### config.mk
export PLATFORM = sky130hd
export DESIGN_NAME = mul_share_ctrl
export DESIGN_NICKNAME = d
export VERILOG_FILES = /design/src/rtl/mul_share_ctrl.sv
export SDC_FILE = /design/constraint.sdc
export NUM_CORES = 1
export LEC_CHECK = 0
export ABC_AREA = 1
export CAP_MARGIN = 20
export CORE_MARGIN = 4
export CORE_UTILIZATION = 42
export DETAILED_ROUTE_END_ITERATION = 12
export PLACE_DENSITY_LB_ADDON = 0.1
export SLEW_MARGIN = 20
export SYNTH_ARGS = -nofsm -noshare
export SYNTH_HDL_FRONTEND = slang
export SYNTH_SLANG_ARGS = --single-unit
export TNS_END_PERCENT = 50
### constraint.sdc
create_clock -name Clock -period 2.8 [get_ports Clock]
set_input_delay 0.56 -clock Clock [delete_from_list [all_inputs] [get_ports Clock]]
set_output_delay 0.56 -clock Clock [all_outputs]
set_load 0.01 [all_outputs]
### src/rtl/mul_share_ctrl.sv
// mul_share_ctrl: shares one external WIDTH x WIDTH combinational multiplier
// between two requesters. Round-robin arbitration, registered operands,
// a programmable settle window for the ripple array, and a one-cycle ack
// to the requester that owns the returned product.
module mul_share_ctrl #(
    parameter int WIDTH = 16,
    parameter int LAT   = 2      // settle cycles, 1..255
) (
    input  logic               Clock,
    input  logic               Reset,
    input  logic               iReq0,
    input  logic [WIDTH-1:0]   iA0,
    input  logic [WIDTH-1:0]   iB0,
    input  logic               iReq1,
    input  logic [WIDTH-1:0]   iA1,
    input  logic [WIDTH-1:0]   iB1,
    output logic               oAck0,
    output logic               oAck1,
    output logic [2*WIDTH-1:0] oResult,
    output logic               oOwner,
    output logic               oBusy,
    output logic [WIDTH-1:0]   oMulA,
    output logic [WIDTH-1:0]   oMulB,
    input  logic [2*WIDTH-1:0] iMulO
);

    typedef enum logic [1:0] {
        IDLE = 2'd0,
        WAIT = 2'd1,
        DONE = 2'd2
    } state_t;

    localparam logic [7:0] CNT_LOAD = 8'(LAT - 1);

    state_t     state;
    logic [7:0] cnt;
    logic       last_served;   // requester that completed most recently
    logic       any_req;
    logic       grant1;

    // Winner selection: a lone request wins; on contention the requester
    // that was not served last wins.
    assign any_req = iReq0 | iReq1;
    assign grant1  = iReq1 & (~iReq0 | ~last_served);

    // Controller FSM with all outputs registered.
    // NOTE: every register here uses <= so all updates see pre-edge values;
    // blocking assignments would make the result depend on statement order.
    always_ff @(posedge Clock) begin
        if (Reset) begin
            // NOTE: reset is sampled on the clock edge, so it needs no
            // separate sensitivity entry and aborts an operation cleanly.
            state       <= IDLE;
            cnt         <= 8'd0;
            last_served <= 1'b1;   // makes requester 0 win the first contention
            oAck0       <= 1'b0;
            oAck1       <= 1'b0;
            oResult     <= '0;
            oOwner      <= 1'b0;
            oBusy       <= 1'b0;
            oMulA       <= '0;
            oMulB       <= '0;
        end else begin
            oAck0 <= 1'b0;
            oAck1 <= 1'b0;
            case (state)
                IDLE: begin
                    if (any_req) begin
                        oOwner <= grant1;
                        oMulA  <= grant1 ? iA1 : iA0;
                        oMulB  <= grant1 ? iB1 : iB0;
                        cnt    <= CNT_LOAD;
                        oBusy  <= 1'b1;
                        state  <= WAIT;
                    end
                end
                WAIT: begin
                    if (cnt == 8'd0) begin
                        oResult <= iMulO;
                        oAck0   <= ~oOwner;
                        oAck1   <= oOwner;
                        state   <= DONE;
                    end else begin
                        cnt <= cnt - 8'd1;
                    end
                end
                DONE: begin
                    last_served <= oOwner;
                    oBusy       <= 1'b0;
                    state       <= IDLE;
                end
                default: begin
                    oBusy <= 1'b0;
                    state <= IDLE;
                end
            endcase
        end
    end

endmodule

# Word level (Yosys, flattened, before mapping)
# Index checks and enable logic that the tools add are counted.
op_classes:
  n_addsub: 1
  n_eq_ne: 5
  mux: 10
  bitwise_logic: 8
  reduce_logical: 9
op_table:
  columns: ["op", "count"]
  rows:
  - ["$mux 16", 2]
  - ["$mux 8", 2]
  - ["$pmux 8 s2", 1]
  - ["$logic_not 8->1", 1]
  - ["$reduce_and 2->1", 4]
  - ["$sub 8x1->8 const B", 1]
  - ["$ne 2x2->1 const B", 3]
  - ["$not 1->1", 5]
  - ["$mux 2", 2]
  - ["$pmux 2 s2", 1]
  - ["$reduce_and 3->1", 1]
  - ["$reduce_or 3->1", 1]
  - ["$eq 2x1->1 const B", 1]
  - ["$eq 2x2->1 const B", 1]
  - ["$logic_not 2->1", 1]
  - ["$or 1x1->1", 2]
  - ["$pmux 1 s2", 1]
  - ["$reduce_bool 2->1", 1]
  - ["$and 1x1->1", 1]
  - ["$mux 1", 1]
totals:
  regBits: 79
  inputBits: 100
  output_inout_bits: 68
  wordCells: 43

# Logic depth before layout (Yosys ltp)
# Gate-level depths: netlist of run 1.
depth:
  word_depth: 4
  depth_mapped: 9
  ltp_nobuf: 8

# Worst setup path after synthesis of run 1
# Ideal clock, no wire load.
synth_timing:
  path_kind: "flip-flop to flip-flop"
  from: "register cnt[1]"
  to: "register cnt[2]"
  setup_time_ps: 115
  arrival_ps: 1324
  t_required_ps: 2685
  path_slack_ps: 1361
  path_stages_with_launch: 9
  path_buffers: 1
  synth_period_minus_slack_ps: 1439
  cell_sequence: "dfxtp_1 > inv_1 > ha_1 > nand2_1 > o21ai_4 > nand2_2 > buf_6 > a21oi_1 > nor2_1"
synth_between:
  elab_chain_cells: 3
  word_cells_on_any_way: 6
  classes_between: "add/sub (1); eq/ne (1); mux (2); reduce/logical (2)"
synth_rtl:
  columns: ["element", "line", "text"]
  rows:
  - ["from (decl)", "36", "logic [7:0] cnt;"]
  - ["from (signal assigned)", "84", "cnt <= cnt - 8'd1;"]
  - ["$sub 8x1->8 / $logic_not 8->1 (equally long branches)", "84, 78", null]
  - ["$mux 8 / $ne 2x2->1 (equally long branches)", null, null]
  - ["$pmux 8 s2 / $reduce_and 3->1 (equally long branches)", null, null]
# Parallel ways exist; a longest one is shown, timed or not. The select of a mux whose other input is x is not followed.
# A chain may end at the register's enable or synchronous reset.

# Worst setup path after layout of run 1
layout_timing:
  from: "register oOwner"
  to: "output oOwner"
layout_rtl:
  columns: ["element", "line", "text"]
  rows:
  - ["from (decl)", "20", "output logic oOwner,"]
  - ["from (signal assigned)", "69", "oOwner <= grant1;"]
# No word-level cell between the ends.

==> results of run 1 <==
per-layer routing:
metal / share of wire / global-route usage / vias to the layer above
met3: 0.12 / 0.0789 / 10
met2: 0.44 / 0.303 / 135
met4: 0.013 / 0.0733 / 0
met1: 0.43 / 0.256 / 1455
met5: 0 / 0 / -
li1: - / - / 1694
cells in the mapped netlist (2+ instances only):
cell type	n
nand2_1	82
nor2_1	80
dfxtp_1	79
nand3_1	43
a21oi_1	39
o31ai_1	34
buf_2	15
clkbuf_1	12
inv_1	11
nand2_2	3
nor3_2	3
inv_2	2
nor2_4	2
o21ai_0	2
layout make-up:
cell class / count / area [um2] / area share
Timing Repair Buffer: 177 / 1750 / 0.343
Sequential cell: 79 / 1580 / 0.311
Multi-Input combinational cell: 293 / 1410 / 0.276
Clock buffer: 11 / 151 / 0.0297
Tap cell: 99 / 124 / 0.0243
Inverter: 13 / 48.8 / 0.00958
Clock inverter: 5 / 32.5 / 0.00639
flip-flops by register name (all words and copies together), names as in the netlist:
register,cells
cnt,8
oBusy,1
last_served,1
oResult,32
oAck1,1
oAck0,1
oOwner,1
oMulB,16
state,2
oMulA,16
logic make-up after synthesis:
logic type	count (synthesis)	synth area share
AND/OR/NAND/NOR	215	0.286
flip-flops	79	0.500
AO/OA/AOI/OAI	77	0.153
buffers and inverters	41	0.0569
adder cells (fa/ha/maj)	1	0.00395
how the worst max path moves through the flow:
stage / from / depth (start not counted) / slack (ns) / endpoint
finish: oOwner$_SDFFE_PP0P_ / 1 / 0.91 / oOwner
global route: cnt[1]$_SDFFE_PP0P_ / 7 / 0.83 / oResult[13]$_SDFFE_PP0P_
CTS: oOwner$_SDFFE_PP0P_ / 1 / 0.88 / oOwner
detailed placement: iReq0 / 8 / 0.70 / oMulA[10]$_SDFFE_PP0P_
global placement: iReq0 / 8 / 0.75 / oMulB[15]$_SDFFE_PP0P_
floorplan: cnt[1]$_SDFFE_PP0P_ / 8 / 1.36 / cnt[2]$_SDFFE_PP0P_
cell usage in the layout, fill, tap and decap left out, drive strengths merged:
cell type / n
dfxtp: 79
inv: 13
nor3: 4
nor2: 83
nand2: 85
o31ai: 34
clkinvlp: 3
ha: 1
o21ai: 3
clkbuf: 11
o311ai: 1
nand3: 43
clkinv: 2
buf: 10
clkdlybuf4s50: 167
a21oi: 39
power breakdown:
part / internal [mW] / switching [mW] / total [mW]
combinational: 0.706 / 0.819 / 1.53
clock: 0.367 / 0.399 / 0.767
sequential: 1.35 / 0.131 / 1.48
==> qor.yml, run 1 <==
status: "finished, final reports clean"
path_max_fanout: 4
fmax_mhz: 530
cp_top_family: "buffers and inverters"
antenna_left: 0
dieWidth_um: 94.8
antenna_found_initial: 0
cts_made_buffers: 9
cp_slowest_cell: "clkdlybuf4s50_1"
worst_pin_slew_ns: 0.666
postLayoutSetupSlackWorst_ns: 0.912
rows: 31
cts_max_level: 3
ctsResizeCount: 0
crit_chain: "clkdlybuf4s50_1"
post-place-ws_ns: 0.702
route.detailed.drc: 0
core-area_um2: 7290
cts_setup_buffers: 0
fin_cells: 677
slew_violations: 0
port_buffers: 167
rsz0062_at_grt: "false"
final_core_util: 0.698
r2r_cells: 7
area_growth_syn_to_layout_pct: 60.8
viasPerCell: 4.87
tritoncts: "yes"
synth.net_count: 514
p_leak_nw: 1.89
critical_path.endpoint_type: "output pin"
die-area_um2: 8990
rrSetupSlack_ns: 1.01
syn_inst: 413
netlist_top_cells_area: "dfxtp_1, nand2_1, nor2_1, o31ai_1, nand3_1"
cap_violations: 0
final_area_um2: 5090
p_total_mw: 3.77
p_per_area_nw_per_um2: 741
seq_area_frac_synth: 0.500
grt_max_degree: 39
setup_viol: 0
fillerInstances: 618
track_usage: 0.200
cts-root-buf: "clkbuf_8"
dr_total_vias: 3294
dieHeight_um: 94.8
diodes: 0
timing.rr.end: "oResult[12]$_SDFFE_PP0P_"
finalHoldViolCount: 0
hold_path.class: "register to register"
slowest_delay_ns: 0.59
tns_ns: 0
cts_buffer_depth: 2
criticalPathCategory: "register to output pin"
clkSinkCount: 79
ys_async_sr_fraction: 0
ir_drop_uv: 360
ys_types: 20
slew_headroom: 0.554
synth_top_area_frac: 0.500
finClkSkew_ns: 0.00746
grt_overflow: 0
dp_hpwl_um: 6660
hp-start: "oMulB[6]$_SDFFE_PP0P_"
gp_congestion: 0.755
synth_ff_type: "dfxtp_1"
arrival_ns: 1.33
start_util: 0.434
clkLatencyLatePin_ns: 0.34
num_io_pins: 168
synth_edf_count: 0
synth_seq_cells: 79
grt_pass1_vias: 3057
layout_min_cycle_time_ns: 1.89
holdPathEnd: "oMulB[6]$_SDFFE_PP0P_"
syn_avg_cell_area_um2: 7.66
path_buf_inv: 1
syn-cell-area_um2: 3170
worstReg2RegStart: "cnt[0]$_SDFFE_PP0P_"
initialDrtViolationCount: 110
cp-start-kind: "register"
ys_warn_count: 0
post-route-period-util: 0.674
whs_ns: 0.462
routedWlPerCell_um: 13.5
final_layout_size_suffix_gt1_frac: 0.0675
nNetsFinal: 674
synth.largest_area_cell: "dfxtp_1"
grt_pass1_wl_um: 14200
routed_wirelength_um: 9170
hold_depth: 2
ctsHoldBuffers: 0
placed_cells: 661
required_ns: 2.24
clkTransAtPathRegs_ns: 0.08
placed_area_um2: 4910
drtPass1Iterations: 4
Note: power is estimated with default switching activity, not from simulation.
==> run 2: changes to the inputs <==
--- a/config.mk
+++ b/config.mk
@@ -8,7 +8,7 @@
 export ABC_AREA = 1
 export CAP_MARGIN = 20
 export CORE_MARGIN = 4
-export CORE_UTILIZATION = 42
+export CORE_UTILIZATION = 39
 export DETAILED_ROUTE_END_ITERATION = 12
 export PLACE_DENSITY_LB_ADDON = 0.1
 export SLEW_MARGIN = 20
==> constraint.sdc (replaced) <==
create_clock -name Clock -period 1.9 [get_ports Clock]
set_input_delay 0.38 -clock Clock [delete_from_list [all_inputs] [get_ports Clock]]
set_output_delay 0.38 -clock Clock [all_outputs]
set_load 0.01 [all_outputs]
==> run 2 against run 1 <==
  * Cell count rose by 0.74%
  * Sequential cell count did not move
  * Worst setup slack got worse by 0.73 ns
  * Total power rose by 64%
  * Die area rose by 7.0%
==> qor.yml, run 2 (synthesis results as in run 1) <==
layout_min_cycle_time_ns: 1.72
cp_top_family: "buffers and inverters"
drt-met1-wl_um: 4030  # +2.1%
routed_wirelength_um: 9480  # +3.4%
clkTransAtPathRegs_ns: 0.08  # about the same
arrival_ns: 1.34  # about the same
tns_ns: 0  # unchanged
mostFrequentLayoutCell: "clkdlybuf4s50_1"
finalHoldViolCount: 0  # unchanged
finClkSkew_ns: 0.0106  # +0.00319 ns
rows: 32  # +3.2%
worst_pin_slew_ns: 0.388  # -0.278 ns
cts_buffer_depth: 2  # unchanged
ctsHoldBuffers: 0  # unchanged
route.detailed.drc: 0  # unchanged
dr_wl_met3_um: 1110  # +4.1%
area_growth_syn_to_layout_pct: 65.7
rsz0062_at_grt: "false"
initialDrtViolationCount: 123  # +12%
slew_violations: 0  # unchanged
seq_power_share: 0.354  # -0.039
track_usage: 0.189  # -0.0104
critical_path.endpoint_type: "output pin"
path_max_fanout: 4  # unchanged
port_buffers: 167  # unchanged
p_sw_mw: 2.01  # +49%
final_layout_size_suffix_gt1_frac: 0.0724  # +0.00494
dr_total_vias: 3320  # +0.79%
criticalPathCategory: "register to output pin"
grt_pass1_wl_um: 15000  # +5.2%
cts-root-buf: "clkbuf_8"
hold_path.class: "register to register"
clkLatencyLatePin_ns: 0.35  # about the same
fmax_mhz: 583
cp_slowest_cell: "clkdlybuf4s50_1"
grt_overflow: 0  # unchanged
p_leak_nw: 1.96  # +3.8%
grt_pass1_vias: 3196  # +4.5%
top_register: "oResult"
dieWidth_um: 98.1  # +3.5%
nNetsFinal: 676  # +0.30%
tritoncts: "yes"
start_util: 0.405  # -0.0287
whs_ns: 0.458  # -0.00332 ns
status: "finished, final reports clean"
top_regs: "oResult (32), oMulA (16), oMulB (16)"
clkSinkCount: 79  # unchanged
intPower_mw: 4.17  # +72%
slowest_delay_ns: 0.57  # -0.02 ns
setup_viol: 0  # unchanged
cp-start-kind: "register"
viasPerCell: 4.87  # about the same
crit_chain: "clkdlybuf4s50_1"
dieHeight_um: 98.1  # +3.5%
cts_max_level: 3  # unchanged
p_per_area_nw_per_um2: 1180  # +59%
routedWlPerCell_um: 13.9  # +2.7%
gp_congestion: 0.757  # +0.32%
final_cell_mix: "clkdlybuf4s50_1, nand2_1, nor2_1, dfxtp_1, nand3_1"
largest_reg_flops: 32  # unchanged
dp_hpwl_um: 6850  # +3.0%
cts_setup_buffers: 0  # unchanged
path_buf_inv: 1  # unchanged
antenna_left: 0  # unchanged
required_ns: 1.52  # -0.72 ns
comb_power_share: 0.374  # -0.030
core-area_um2: 7810  # +7.1%
maxUsedRoutingLayer: "met4"
p_clk_frac: 0.272  # +0.069
die-area_um2: 9620  # +7.0%
drtPass1Iterations: 4  # unchanged
switching_share: 0.326  # -0.0320
diodes: 0  # unchanged
num_io_pins: 168  # unchanged
slew_headroom: 0.741  # +0.187
wl_met2_um: 4190  # +3.9%
antenna_found_initial: 0  # unchanged
grt_max_degree: 38  # -2.6%
cap_violations: 0  # unchanged
cts_made_buffers: 9  # unchanged
ir_drop_uv: 491  # +37%
post-route-period-util: 0.903
run 2: layout make-up:
cell class                 instances  area [um2]
tap                              102         128
timing repair buffer             179        1800
fill                             696        2560
clock buffer                      11         151
sequential                        79        1580
clock inverter                     5         128
multi-input combinational        293        1410
inverter                          13        48.8
run 2: timing repair:
action | 4_1_cts | 5_1_grt
hold endpoints to repair | 0 | 0
endpoints found under the setup margin | 0 | 4
resized for setup | 0 | 1
run 2: path summary, 6_finish.rpt:
check | end | cells after the start | start | slack (ns)
max | oOwner | 1 | oOwner$_SDFFE_PP0P_ | 0.18
min | oResult[19]$_SDFFE_PP0P_ | 2 | oResult[19]$_SDFFE_PP0P_ | 0.46
max reg2reg | oResult[30]$_SDFFE_PP0P_ | 7 | cnt[1]$_SDFFE_PP0P_ | 0.25
min reg2reg | oResult[19]$_SDFFE_PP0P_ | 2 | oResult[19]$_SDFFE_PP0P_ | 0.46
run 2: tightest hold or removal path: stages, from the launching register on:
cell and delay, ns:
dfxtp_1 0.31, nand2_1 0.06, a21oi_1 0.05
run 2: through the flow:
stage / setup WS (ns) / instance area [um2] / total power [mW] / std cells / util
3_5_place_dp: 0.106 / 4960 / 4.56 / 666 / 0.636
4_1_cts: 0.152 / 5240 / 6.25 / 682 / 0.671
5_1_grt: 0.0701 / 5250 / 6.56 / 682 / 0.672
6_report: 0.184 / 5250 / 6.18 / 682 / 0.672
2_1_floorplan: 0.461 / 3170 / 3.48 / 413 / -
3_3_place_gp: 0.185 / 4960 / 4.53 / 666 / 0.636
run 2: power by group through the flow:
stage | registers (mW) | logic, mW | clock network (mW)
after floorplan | 2.33 | 1.15 | 0
after global routing | 2.23 | 2.55 | 1.78
after CTS | 2.19 | 2.35 | 1.71
final | 2.19 | 2.31 | 1.68
after global placement | 2.21 | 2.32 | 0
after detailed placement | 2.22 | 2.34 | 0
run 2: per-layer routing:
| layer | global-route usage | vias up |
|---|---|---|
| li1 | - | 1695 |
| met1 | 0.222 | 1477 |
| met2 | 0.301 | 136 |
| met3 | 0.0807 | 12 |
| met4 | 0.0831 | 0 |
| met5 | 0 | - |
==> run 3: changes to the inputs <==
--- a/config.mk
+++ b/config.mk
@@ -10,6 +10,7 @@
 export CORE_MARGIN = 4
 export CORE_UTILIZATION = 39
 export DETAILED_ROUTE_END_ITERATION = 12
+export GPL_ROUTABILITY_DRIVEN = 0
 export PLACE_DENSITY_LB_ADDON = 0.1
 export SLEW_MARGIN = 20
 export SYNTH_ARGS = -nofsm -noshare
==> results of run 3 <==
No change in the layout: final DEF, timing and power equal those of run 2.
